### src/rtl/cdc_toggle_arbiter.sv
// cdc_toggle_arbiter
//   Destination-domain controller for a bank of toggle-based CDC channels.
//   Consumes already-synchronized request toggles, flags each level change as
//   a request, and grants outstanding requests one at a time to a single
//   consumer through a round-robin valid/ready handshake. Each accepted grant
//   flips that channel's acknowledge toggle, which is returned to the source.
//
// Ports
//   i_clk          single clock for all logic
//   i_rst          asynchronous reset, active-high
//   i_req_tgl      synchronized request toggles, one bit per channel
//   o_ack_tgl      acknowledge toggles, bit k flips once per accepted grant of k
//   o_valid        a grant is offered to the consumer
//   o_idx          channel index of the offered grant
//   i_ready        consumer accepts the offered grant
//   o_pending      per-channel outstanding-request flags
//   o_overrun      sticky: a channel toggled again while already pending
//   i_clr_overrun  clears o_overrun on the next edge (a new overrun wins)
//
// state   | meaning
// --------+-----------------------------------------------------------
// S_IDLE  | no offer out; pick a round-robin winner from o_pending
// S_OFFER | o_valid/o_idx held stable until the consumer accepts

module cdc_toggle_arbiter #(
  parameter int N_REQ = 4,
  parameter int IDX_W = $clog2(N_REQ)
) (
  input  logic             i_clk,
  input  logic             i_rst,
  input  logic [N_REQ-1:0] i_req_tgl,
  output logic [N_REQ-1:0] o_ack_tgl,
  output logic             o_valid,
  output logic [IDX_W-1:0] o_idx,
  input  logic             i_ready,
  output logic [N_REQ-1:0] o_pending,
  output logic             o_overrun,
  input  logic             i_clr_overrun
);

  typedef enum logic {S_IDLE = 1'b0, S_OFFER = 1'b1} state_t;

  state_t           state_q, state_d;
  logic [N_REQ-1:0] last_q;
  logic [N_REQ-1:0] chg;
  logic [N_REQ-1:0] accepted;
  logic [N_REQ-1:0] merge_v;
  logic [N_REQ-1:0] pending_d;
  logic [N_REQ-1:0] ack_d;
  logic [IDX_W-1:0] ptr_q, ptr_d;
  logic [IDX_W-1:0] idx_d;
  logic [IDX_W-1:0] winner;
  logic             valid_d;
  logic             overrun_d;
  logic             any_pending;

  assign chg         = i_req_tgl ^ last_q;
  assign any_pending = |o_pending;
  assign accepted    = (o_valid && i_ready && state_q == S_OFFER)
                       ? ({{(N_REQ-1){1'b0}}, 1'b1} << o_idx) : '0;

  // Round-robin search starting at ptr_q. The sum is one bit wider than the
  // index so the wrap compare is exact for non-power-of-2 channel counts.
  always_comb begin : rr_search
    logic             found;
    logic [IDX_W:0]   sum;
    logic [IDX_W-1:0] cand;
    found  = 1'b0;
    winner = ptr_q;
    sum    = '0;
    cand   = '0;
    for (int i = 0; i < N_REQ; i++) begin
      sum = {1'b0, ptr_q} + (IDX_W+1)'(i);
      if (sum >= (IDX_W+1)'(N_REQ)) begin
        sum = sum - (IDX_W+1)'(N_REQ);
      end
      cand = sum[IDX_W-1:0];
      if (!found && o_pending[cand]) begin
        found  = 1'b1;
        winner = cand;
      end
    end
  end

  // A toggle on a channel that is pending and not being accepted this cycle
  // merges into the existing request and flags an overrun. A toggle coinciding
  // with the accept is a fresh request.
  always_comb begin : pending_update
    merge_v   = chg & o_pending & ~accepted;
    pending_d = o_pending;
    for (int k = 0; k < N_REQ; k++) begin
      if (chg[k]) begin
        pending_d[k] = 1'b1;
      end else if (accepted[k]) begin
        pending_d[k] = 1'b0;
      end
    end
    overrun_d = (|merge_v) | (o_overrun & ~i_clr_overrun);
  end

  always_comb begin : fsm_next
    state_d = state_q;
    valid_d = o_valid;
    idx_d   = o_idx;
    ptr_d   = ptr_q;
    ack_d   = o_ack_tgl;
    case (state_q)
      S_IDLE: begin
        valid_d = 1'b0;
        if (any_pending) begin
          valid_d = 1'b1;
          idx_d   = winner;
          state_d = S_OFFER;
        end
      end
      S_OFFER: begin
        if (i_ready) begin
          ack_d   = o_ack_tgl ^ accepted;
          ptr_d   = (o_idx == IDX_W'(N_REQ-1)) ? '0 : o_idx + 1'b1;
          valid_d = 1'b0;
          state_d = S_IDLE;
        end
      end
      default: begin
        state_d = S_IDLE;
        valid_d = 1'b0;
      end
    endcase
  end

  always_ff @(posedge i_clk or posedge i_rst) begin
    if (i_rst) begin
      state_q   <= S_IDLE;
      last_q    <= '0;
      o_ack_tgl <= '0;
      o_pending <= '0;
      o_valid   <= 1'b0;
      o_idx     <= '0;
      o_overrun <= 1'b0;
      ptr_q     <= '0;
    end else begin
      state_q   <= state_d;
      last_q    <= i_req_tgl;
      o_ack_tgl <= ack_d;
      o_pending <= pending_d;
      o_valid   <= valid_d;
      o_idx     <= idx_d;
      o_overrun <= overrun_d;
      ptr_q     <= ptr_d;
    end
  end

endmodule

### config.mk
export PLATFORM = sky130hd
export DESIGN_NAME = cdc_toggle_arbiter
export DESIGN_NICKNAME = d
export VERILOG_FILES = /design/src/rtl/cdc_toggle_arbiter.sv
export SDC_FILE = /design/constraint.sdc
export NUM_CORES = 1
export LEC_CHECK = 0
export ABC_AREA = 1
export BUFFER_PORTS_ARGS = -buffer_cell sky130_fd_sc_hd__buf_2
export CORE_UTILIZATION = 40
export DETAILED_ROUTE_END_ITERATION = 8
export SLEW_MARGIN = 20
export SYNTH_ARGS = -nofsm -noshare
export SYNTH_HDL_FRONTEND = slang
export SYNTH_SLANG_ARGS = --single-unit
export TNS_END_PERCENT = 100
### constraint.sdc
create_clock -name i_clk -period 1.4 [get_ports i_clk]
set_clock_uncertainty 0.15 [all_clocks]
set_input_delay 0.21 -clock i_clk [delete_from_list [all_inputs] [get_ports i_clk]]
set_output_delay 0.21 -clock i_clk [all_outputs]
set_load 0.03 [all_outputs]
==> results.tsv, run 1 <==
stage	metric	value	unit
placed_design	dp_hpwl	1800	um
timing	worst_pin_slew	0.259	ns
placed_design	preCtsSetupSlack	-0.200	ns
finish	finalNetCount	191	
power_and_ir_drop	p_per_area	2190	nW/um^2
worst_setup_path	path_common_cell	nand2_2	
timing	finalSetupViolCount	4	
worst_setup_path	worst-setup-path-type	reg2reg	
timing	fin_crit	1.60	ns
worst_setup_path	worst_path_dominant_cell_family	simple AND/OR/NAND/NOR gates	
logic_synthesis	ys_seq_elements	19	
timing	max_slew_margin	0.826	
min_path	hp-class	in2reg	
logic_synthesis	synth.avg_cell_area	8.34	sq um
floorplanning	io_pins	20	
timing	layout_worst_path_cycle_share	1.14	
status	failed_checks	setup timing	
cts	cts.sinks	19	
drt	drt_iter0_markers	11	
worst_setup_path	crit_start	ptr_q[0]	
worst_setup_path	arrival	1.70	ns
power_and_ir_drop	ir_drop	1.52	mV
drt	ant_nets	0	
drt	vias_per_cell	4.78	
worst_setup_path	cpMaxStageDelayCell	dfrtp_2	
drt	dr.pass1.iters	4	
finish	stdcell_area	1650	sq um
logic_synthesis	syn-cell-area	1040	sq um
logic_synthesis	synth_largest_area_cell	dfrtp_1	
cts	numCtsBuffers	3	
finish	multi_input_area	649	sq um
global_route	first_global_vias	981	
drt	wl	2770	um
placed_design	gp_congestion	0.834	
logic_synthesis	synth_top_cell_area_share	0.456	
cts	clkLatencyLatePin	0.30	ns
global_route	grt_usage	0.226	
finish	instances_no_fill	208	
worst_setup_path	r2r_cells	12	
worst_setup_path	cp-endpoint	o_idx[1]	
power_and_ir_drop	pwr-share-seq	0.263	
drt	wire_per_inst	13.3	um
drt	vias	995	
floorplanning	start_util	0.421	
worst_setup_path	crit_required	1.50	ns
drt	drc	0	
floorplanning	rows	18	
power_and_ir_drop	clkPwrFrac	0.080	
finish	num_antenna_cells	0	
finish	syn_to_final_growth	58.6	%
timing	rsz0062_at_grt	true	
timing	timing.final.ws_setup	-0.203	ns
power_and_ir_drop	p_sw_frac	0.489	
logic_synthesis	syn_inst	125	
power_and_ir_drop	p_int	0.00185	W
finish	most-common-layout-cells	nand2_1, buf_4, nand2_2	
placed_design	place_inst	191	
worst_setup_path	worst-path-stages	12	
worst_setup_path	path_buf_inv	1	
worst_setup_path	critPathMaxFanout	6	
status	status	complete, but fails checks	
placed_design	postPlaceCellArea	1310	sq um
timing	fmax	624	MHz
finish	fill_cells	207	
worst_setup_path	timing.rr.end	o_idx[1]	
cts	clk_pin_slew	0.11	ns
worst_setup_path	start_kind	register	
placed_design	portBuffers	19	
floorplanning	die_h	53.0	um
worst_setup_path	rrSetupSlack	-0.20	ns
logic_synthesis	yosysSeqAreaShare	0.456	
power_and_ir_drop	p_sw	0.00177	W
global_route	grt_max_degree	20	
worst_setup_path	slowest_delay	0.48	ns
worst_setup_path	crit_chain	buf_6 -> nand2_2 -> nand2_2 -> nand2_2 -> nand2_4 -> nor2_8 -> nand2_2 -> nand2_2 -> nand2_1 -> nand2_1 -> nand3_1 -> nand2_1	
logic_synthesis	synth_cell_types	23	
floorplanning	die-area	2810	sq um
timing	hold_violations	0	
logic_synthesis	ys_warn_count	0	
power_and_ir_drop	leakage	0.830	nW
logic_synthesis	synth_nets	137	
finish	seq_area	487	sq um
cts	cts_tree	yes	
finish	final_common_cell	nand2_1	
timing	fin_setup_tns	-0.382	ns
cts	cts.path.max_buffers	2	
global_route	grt_pass1_wl	4480	um
power_and_ir_drop	p_comb_frac	0.657	
cts	h-tree-depth	1	
logic_synthesis	synth.top_cells.by_area	dfrtp_1, nand2_1, xnor2_1	
floorplanning	die_x	53.0	um
finish	layout-drive-gt1-share	0.573	
global_route	antenna_found_initial	0	
worst_setup_path	reg2reg_from	ptr_q[0]	
worst_setup_path	cp-end-kind	register	
cts	cts-root-buf	clkbuf_4	
flow_run	max_cap_violations	0	
timing	final_max_slew_viol_count	0	
global_route	grt_overflow_total	0	
floorplanning	coreArea	2480	sq um
==> per-layer routing <==
metal / up-vias / track usage / part of all wire
met5: - / 0 / 0
met4: 0 / 0.118 / 0.013
met3: 4 / 0.0201 / 0.023
met2: 17 / 0.390 / 0.54
met1: 475 / 0.276 / 0.42
li1: 499 / - / -
==> tightest hold or removal path: stages <==
cell,delay [ns]
buf_2,0.10
inv_1,0.04
nand2_1,0.06
o21ai_0,0.07
==> stage by stage <==
step	hold slack, ns	util	power (W)
2_1_floorplan	0.0106	-	0.00218
3_3_place_gp	0.0858	0.530	0.00269
3_5_place_dp	0.0909	0.530	0.00275
4_1_cts	0.0311	0.632	0.00340
5_1_grt	0.0604	0.667	0.00385
6_report	0.0515	0.667	0.00362
==> worst min-delay path by stage <==
stage / end / slack [ns] / depth (start not counted) / startpoint
final: o_valid / 0.05 / 4 / i_ready
after detailed placement: o_ack_tgl[2] / 0.09 / 3 / i_rst
after global placement: o_ack_tgl[2] / 0.09 / 3 / i_rst
after global routing: state_q / 0.06 / 4 / i_ready
after floorplan: last_q[0] / 0.01 / 1 / i_rst
after CTS: o_valid / 0.03 / 4 / i_ready
==> repair_timing <==
| item | 4_1_cts | 5_1_grt |
|---|---|---|
| buffers inserted | 5 | 6 |
| setup endpoints to repair | 5 | 10 |
| hold endpoints to repair | 23 | 0 |
| pin swaps | 13 | 8 |
| resized for setup | 40 | 18 |
| hold buffers | 5 | 0 |
==> registers in the layout, summed over array words and instances, names as in the netlist <==
| name | count |
|---|---|
| last_q | 4 |
| o_ack_tgl | 4 |
| o_idx | 2 |
| o_overrun | 1 |
| o_pending | 4 |
| o_valid | 1 |
| ptr_q | 2 |
| state_q | 1 |
==> final cells by class <==
cell class | count | area share
Tap cell | 30 | 0.0227
Timing Repair Buffer | 50 | 0.233
Clock inverter | 1 | 0.00303
Sequential cell | 19 | 0.294
Clock buffer | 3 | 0.0136
Inverter | 15 | 0.0401
Multi-Input combinational cell | 90 | 0.393
==> cells in the mapped netlist <==
master and instances:
a21oi_1 1, nor3_1 2, nand2_2 6, o21ai_0 5
dfrtp_1 19, o31ai_1 1, nor2_8 1, buf_6 1
nand3_1 9, o311ai_1 1, nor4_1 1, inv_1 12
a2bb2oi_1 1, o21ai_1 1, nand2_4 1, nand3_2 1
nand2_1 42, ha_1 4, nor2_1 4, inv_2 3
and2_1 1, xor2_1 1, xnor2_1 7
==> kinds of logic after synthesis <==
logic type | synth area share
AOI/OAI and AO/OA | 0.0576
and+or+nand+nor | 0.306
xor gates and xnor gates | 0.0672
adders and majority gates | 0.0480
DFF | 0.456
buffers and inverters | 0.0648
==> power groups by stage <==
stage | clock (W) | combinational [W] | sequential, W
after CTS | 0.000297 | 0.00217 | 0.000933
final | 0.000289 | 0.00238 | 0.000951
after global routing | 0.000303 | 0.00257 | 0.000977
after detailed placement | 0 | 0.00184 | 0.000912
after floorplan | 0 | 0.00105 | 0.00113
after global placement | 0 | 0.00178 | 0.000904
No activity file was read; power rests on OpenSTA's default activity.
==> run 2: changes to the inputs <==
Settings changed: CORE_MARGIN from default to 5.
==> run 2 against run 1 <==
  * Worst setup slack worse by 0.0066 ns
  * The run still ends with setup timing left
  * Non-clock buffer count up 4
  * Flip-flop and latch count unchanged
  * Maximum frequency down 0.41%
  * Sequential power up 1%
  * Largest cell class unchanged
  * Wire length down 0.33%
==> results.tsv, run 2 (synthesized netlist as in run 1, its figures left out) <==
stage	metric	value	unit
drt	drt_iter0_markers	43	
drt	vias_per_cell	4.73	
drt	vias	1002	
finish	final_common_cell	nand2_1	
placed_design	dp_hpwl	1780	um
floorplanning	die-area	3730	sq um
min_path	hp-class	in2reg	
placed_design	preCtsSetupSlack	-0.190	ns
cts	numCtsBuffers	3	
drt	dr.pass1.iters	4	
global_route	grt_overflow_total	0	
cts	cts.path.max_buffers	2	
floorplanning	rows	18	
worst_setup_path	cp-end-kind	register	
power_and_ir_drop	p_sw	0.00176	W
power_and_ir_drop	leakage	0.855	nW
flow_run	max_cap_violations	0	
power_and_ir_drop	p_comb_frac	0.658	
drt	drc	0	
floorplanning	coreArea	2480	sq um
timing	fin_crit	1.61	ns
global_route	grt_pass1_wl	4260	um
worst_setup_path	start_kind	register	
worst_setup_path	crit_required	1.46	ns
power_and_ir_drop	ir_drop	1.67	mV
global_route	antenna_found_initial	0	
cts	clk_pin_slew	0.11	ns
cts	cts_tree	yes	
timing	worst_pin_slew	0.239	ns
power_and_ir_drop	p_sw_frac	0.482	
timing	rsz0062_at_grt	true	
power_and_ir_drop	p_int	0.00189	W
finish	layout-drive-gt1-share	0.566	
worst_setup_path	critPathMaxFanout	6	
placed_design	postPlaceCellArea	1310	sq um
timing	final_max_slew_viol_count	0	
timing	finalSetupViolCount	4	
finish	syn_to_final_growth	61.6	%
power_and_ir_drop	pwr-share-seq	0.264	
timing	layout_worst_path_cycle_share	1.15	
status	status	complete, but fails checks	
power_and_ir_drop	clkPwrFrac	0.078	
finish	instances_no_fill	212	
placed_design	place_inst	191	
floorplanning	die_x	61.0	um
finish	finalNetCount	195	
finish	reg_top3	last_q x4, o_ack_tgl x4, o_pending x4	
worst_setup_path	worst-setup-path-type	reg2reg	
placed_design	gp_congestion	0.762	
placed_design	portBuffers	19	
cts	clkLatencyLatePin	0.30	ns
timing	timing.final.ws_setup	-0.209	ns
power_and_ir_drop	p_per_area	2170	nW/um^2
cts	cts-root-buf	clkbuf_4	
global_route	first_global_vias	1000	
cts	h-tree-depth	1	
drt	wire_per_inst	13.0	um
drt	wl	2760	um
floorplanning	io_pins	20	
timing	max_slew_margin	0.840	
finish	stdcell_area	1680	sq um
status	failed_checks	setup timing	
worst_setup_path	arrival	1.67	ns
drt	ant_nets	0	
finish	num_antenna_cells	0	
timing	hold_violations	0	
timing	fmax	621	MHz
floorplanning	die_h	61.0	um
global_route	grt_max_degree	20	
finish	most-common-layout-cells	nand2_1, buf_4, nand2_2, buf_2, dfrtp_1	
floorplanning	start_util	0.421	
global_route	grt_usage	0.153	
cts	cts.sinks	19	
-- run 2: layout make-up --
class                           instances  area, sq um
Inverter                               15         66.3
Clock buffer                            4         26.3
Fill cell                             187          793
Sequential cell                        19          485
Multi-Input combinational cell         90          659
Tap cell                               30         37.5
Timing Repair Buffer                   54          409
-- run 2: repair_timing --
| item | CTS | global route |
|---|---|---|
| setup buffers | 6 | 6 |
| hold endpoints to repair | 23 | 0 |
| resized for setup | 33 | 23 |
| hold buffers | 5 | 0 |
| pin swaps | 17 | 9 |
| setup endpoints to repair | 5 | 9 |
-- run 2: layer usage --
metal / global-route usage / wire, um / up-vias
li1: - / - / 508
met1: 0.199 / 1210 / 467
met2: 0.260 / 1390 / 19
met3: 0.0147 / 79 / 8
met4: 0.0650 / 75 / 0
met5: 0 / 0 / -
-- run 2: through the flow --
stage	util	hold WS [ns]	TNS (ns)	power [W]
6_report	0.680	0.0538	-0.400	0.00366
5_1_grt	0.680	0.0802	-0.873	0.00393
4_1_cts	0.625	0.0278	-0.298	0.00335
3_5_place_dp	0.530	0.0928	-0.377	0.00273
3_3_place_gp	0.530	0.0867	-0.282	0.00270
2_1_floorplan	-	0.0106	-0.0546	0.00218
-- run 2: power groups by stage --
stage	Combinational [W]	Sequential, W	Clock (W)
floorplan	0.00105	0.00113	0
global placement	0.00179	0.000903	0
detailed placement	0.00182	0.000910	0
CTS	0.00213	0.000933	0.000290
global route	0.00263	0.000991	0.000313
finish	0.00241	0.000965	0.000285
-- run 2: critical path, stage by stage (launching register included) --
cell and delay [ns]:
dfrtp_2 0.49, buf_6 0.14, nand2_2 0.07, nand2_2 0.07, nand2_2 0.08, nand2_4 0.08
nor2_8 0.13, nand2_2 0.06, nand2_2 0.05, nand3_1 0.06, nand3_1 0.08, nand2_1 0.05
-- run 2: final timing paths --
kind | startpoint | endpoint | slack (ns) | cells after the start
max | ptr_q[0] | o_idx[1] | -0.21 | 11
min | i_ready | state_q | 0.05 | 4
max reg2reg | ptr_q[0] | o_idx[1] | -0.21 | 11
min reg2reg | o_ack_tgl[3] | o_ack_tgl[3] | 0.32 | 1
max in group asynchronous | i_rst | o_pending[0] | 0.58 | 4
min in group asynchronous | i_rst | o_valid | 0.31 | 4
==> run 3: changes to the inputs <==
Clock period 1.4 ns to 1.32 ns, I/O delays scaled along.
==> run 3 against run 2 <==
  * The run still ends with setup timing left
  * Die area is the same
  * Maximum frequency up 1.6%
  * Power increased by 12%
  * First-iteration DRC count down 28%
  * Via count fell by 1.4%
  * Critical path type unchanged
  * Largest cell class unchanged
==> results.tsv, run 3 (synthesized netlist as in run 1, its figures left out) <==
stage	metric	value	unit
cts	cts.path.max_buffers	2	
power_and_ir_drop	pwr-share-seq	0.249	
power_and_ir_drop	p_per_area	2360	nW/um^2
finish	num_antenna_cells	0	
finish	seq_area	487	sq um
finish	instances_no_fill	208	
drt	vias	988	
cts	h-tree-depth	1	
min_path	hp-class	in2reg	
worst_setup_path	critPathMaxFanout	4	
flow_run	max_cap_violations	0	
timing	worst_pin_slew	0.300	ns
drt	ant_nets	0	
floorplanning	die-area	3730	sq um
finish	most-common-layout-cells	nand2_2, nand2_1, buf_4	
finish	syn_to_final_growth	66.5	%
floorplanning	start_util	0.421	
timing	timing.final.ws_setup	-0.263	ns
cts	numCtsBuffers	3	
floorplanning	coreArea	2480	sq um
power_and_ir_drop	p_sw_frac	0.482	
finish	reg_top3	last_q x4, o_ack_tgl x4, o_pending x4	
power_and_ir_drop	totalPowerFinal	0.00410	W
timing	hold_violations	0	
drt	drc	0	
timing	fin_crit	1.58	ns
placed_design	preCtsSetupSlack	-0.243	ns
power_and_ir_drop	leakage	0.867	nW
timing	final_max_slew_viol_count	0	
global_route	antenna_found_initial	0	
floorplanning	die_x	61.0	um
timing	rsz0062_at_grt	true	
worst_setup_path	cp-end-kind	register	
global_route	grt_usage	0.159	
status	status	complete, but fails checks	
finish	final_common_cell	nand2_2	
cts	clk_pin_slew	0.12	ns
finish	multi_input_area	707	sq um
power_and_ir_drop	p_sw	0.00198	W
worst_setup_path	arrival	1.65	ns
global_route	grt_overflow_total	0	
status	failed_checks	setup timing	
placed_design	dp_hpwl	1850	um
cts	cts-root-buf	clkbuf_4	
finish	finalNetCount	191	
drt	drt_iter0_markers	31	
drt	wl	2800	um
power_and_ir_drop	ir_drop	1.69	mV
global_route	grt_max_degree	20	
finish	fill_cells	180	
floorplanning	die_h	61.0	um
cts	clkLatencyLatePin	0.30	ns
timing	layout_worst_path_cycle_share	1.20	
placed_design	portBuffers	19	
finish	layout-drive-gt1-share	0.640	
cts	cts.sinks	19	
floorplanning	rows	18	
floorplanning	io_pins	20	
drt	vias_per_cell	4.75	
worst_setup_path	crit_required	1.38	ns
timing	max_slew_margin	0.799	
cts	cts_tree	yes	
timing	hold_slack	0.0229	ns
drt	wire_per_inst	13.4	um
power_and_ir_drop	p_int	0.00212	W
timing	fmax	632	MHz
placed_design	place_inst	193	
global_route	grt_pass1_wl	4350	um
worst_setup_path	start_kind	register	
placed_design	gp_congestion	0.811	
worst_setup_path	worst-setup-path-type	reg2reg	
power_and_ir_drop	p_comb_frac	0.677	
global_route	first_global_vias	1037	
power_and_ir_drop	clkPwrFrac	0.074	
drt	dr.pass1.iters	2	
timing	finalSetupViolCount	9	
run 3: through the flow:
step / setup TNS (ns) / util / instance area (sq um)
floorplan: -0.273 / - / 1070
global placement: -0.571 / 0.543 / 1350
detailed placement: -0.596 / 0.543 / 1350
CTS: -0.805 / 0.623 / 1540
global route: -1.55 / 0.701 / 1740
finish: -0.956 / 0.701 / 1740
run 3: cell type report:
type | instances | area share
sequential | 19 | 0.280
timing repair buffer | 50 | 0.236
tap | 30 | 0.0216
clock buffer | 3 | 0.0130
multi-input combinational | 90 | 0.407
inverter | 15 | 0.0382
clock inverter | 1 | 0.00288
run 3: power groups by stage:
| stage | Sequential [W] | Combinational [W] | Clock [W] |
|---|---|---|---|
| 2_1_floorplan | 0.00120 | 0.00114 | 0 |
| 3_3_place_gp | 0.000951 | 0.00198 | 0 |
| 3_5_place_dp | 0.000961 | 0.00202 | 0 |
| 4_1_cts | 0.000975 | 0.00232 | 0.000313 |
| 5_1_grt | 0.00105 | 0.00300 | 0.000343 |
| 6_report | 0.00102 | 0.00278 | 0.000304 |
run 3: layer usage:
layer,vias up,wire length (um),share of wire,track usage
li1,499,-,-,-
met1,466,1120,0.40,0.184
met2,18,1530,0.55,0.287
met3,5,114,0.041,0.0419
met4,0,25,0.0089,0.0464
met5,-,0,0,0
run 3: what timing repair did:
action / CTS / global route
endpoints found under the hold margin: 23 / 0
buffers inserted: 3 / 3
endpoints found under the setup margin: 9 / 14
hold buffers: 5 / 0
pin swaps: 12 / 11
gates resized for setup: 31 / 47
run 3: critical path, stage by stage, from the launching register on:
cell	delay (ns)
dfrtp_2	0.47
buf_6	0.15
nand2_2	0.06
nand2_2	0.06
nand2_2	0.08
nand2_4	0.08
nor2_8	0.14
nand2_2	0.06
nand2_2	0.08
nand3_2	0.07
nand3_2	0.07
nand2_1	0.04
run 3: final timing paths:
check,startpoint,to,slack [ns],cells past startpoint
worst min-delay path,i_ready,state_q,0.02,4
worst min register to register,o_ack_tgl[3],o_ack_tgl[3],0.32,1
worst max-delay path,ptr_q[0],o_idx[1],-0.26,11
min in group asynchronous,i_rst,o_ack_tgl[2],0.28,4
worst max register to register,ptr_q[0],o_idx[1],-0.26,11
max in group asynchronous,i_rst,o_pending[1],0.50,4
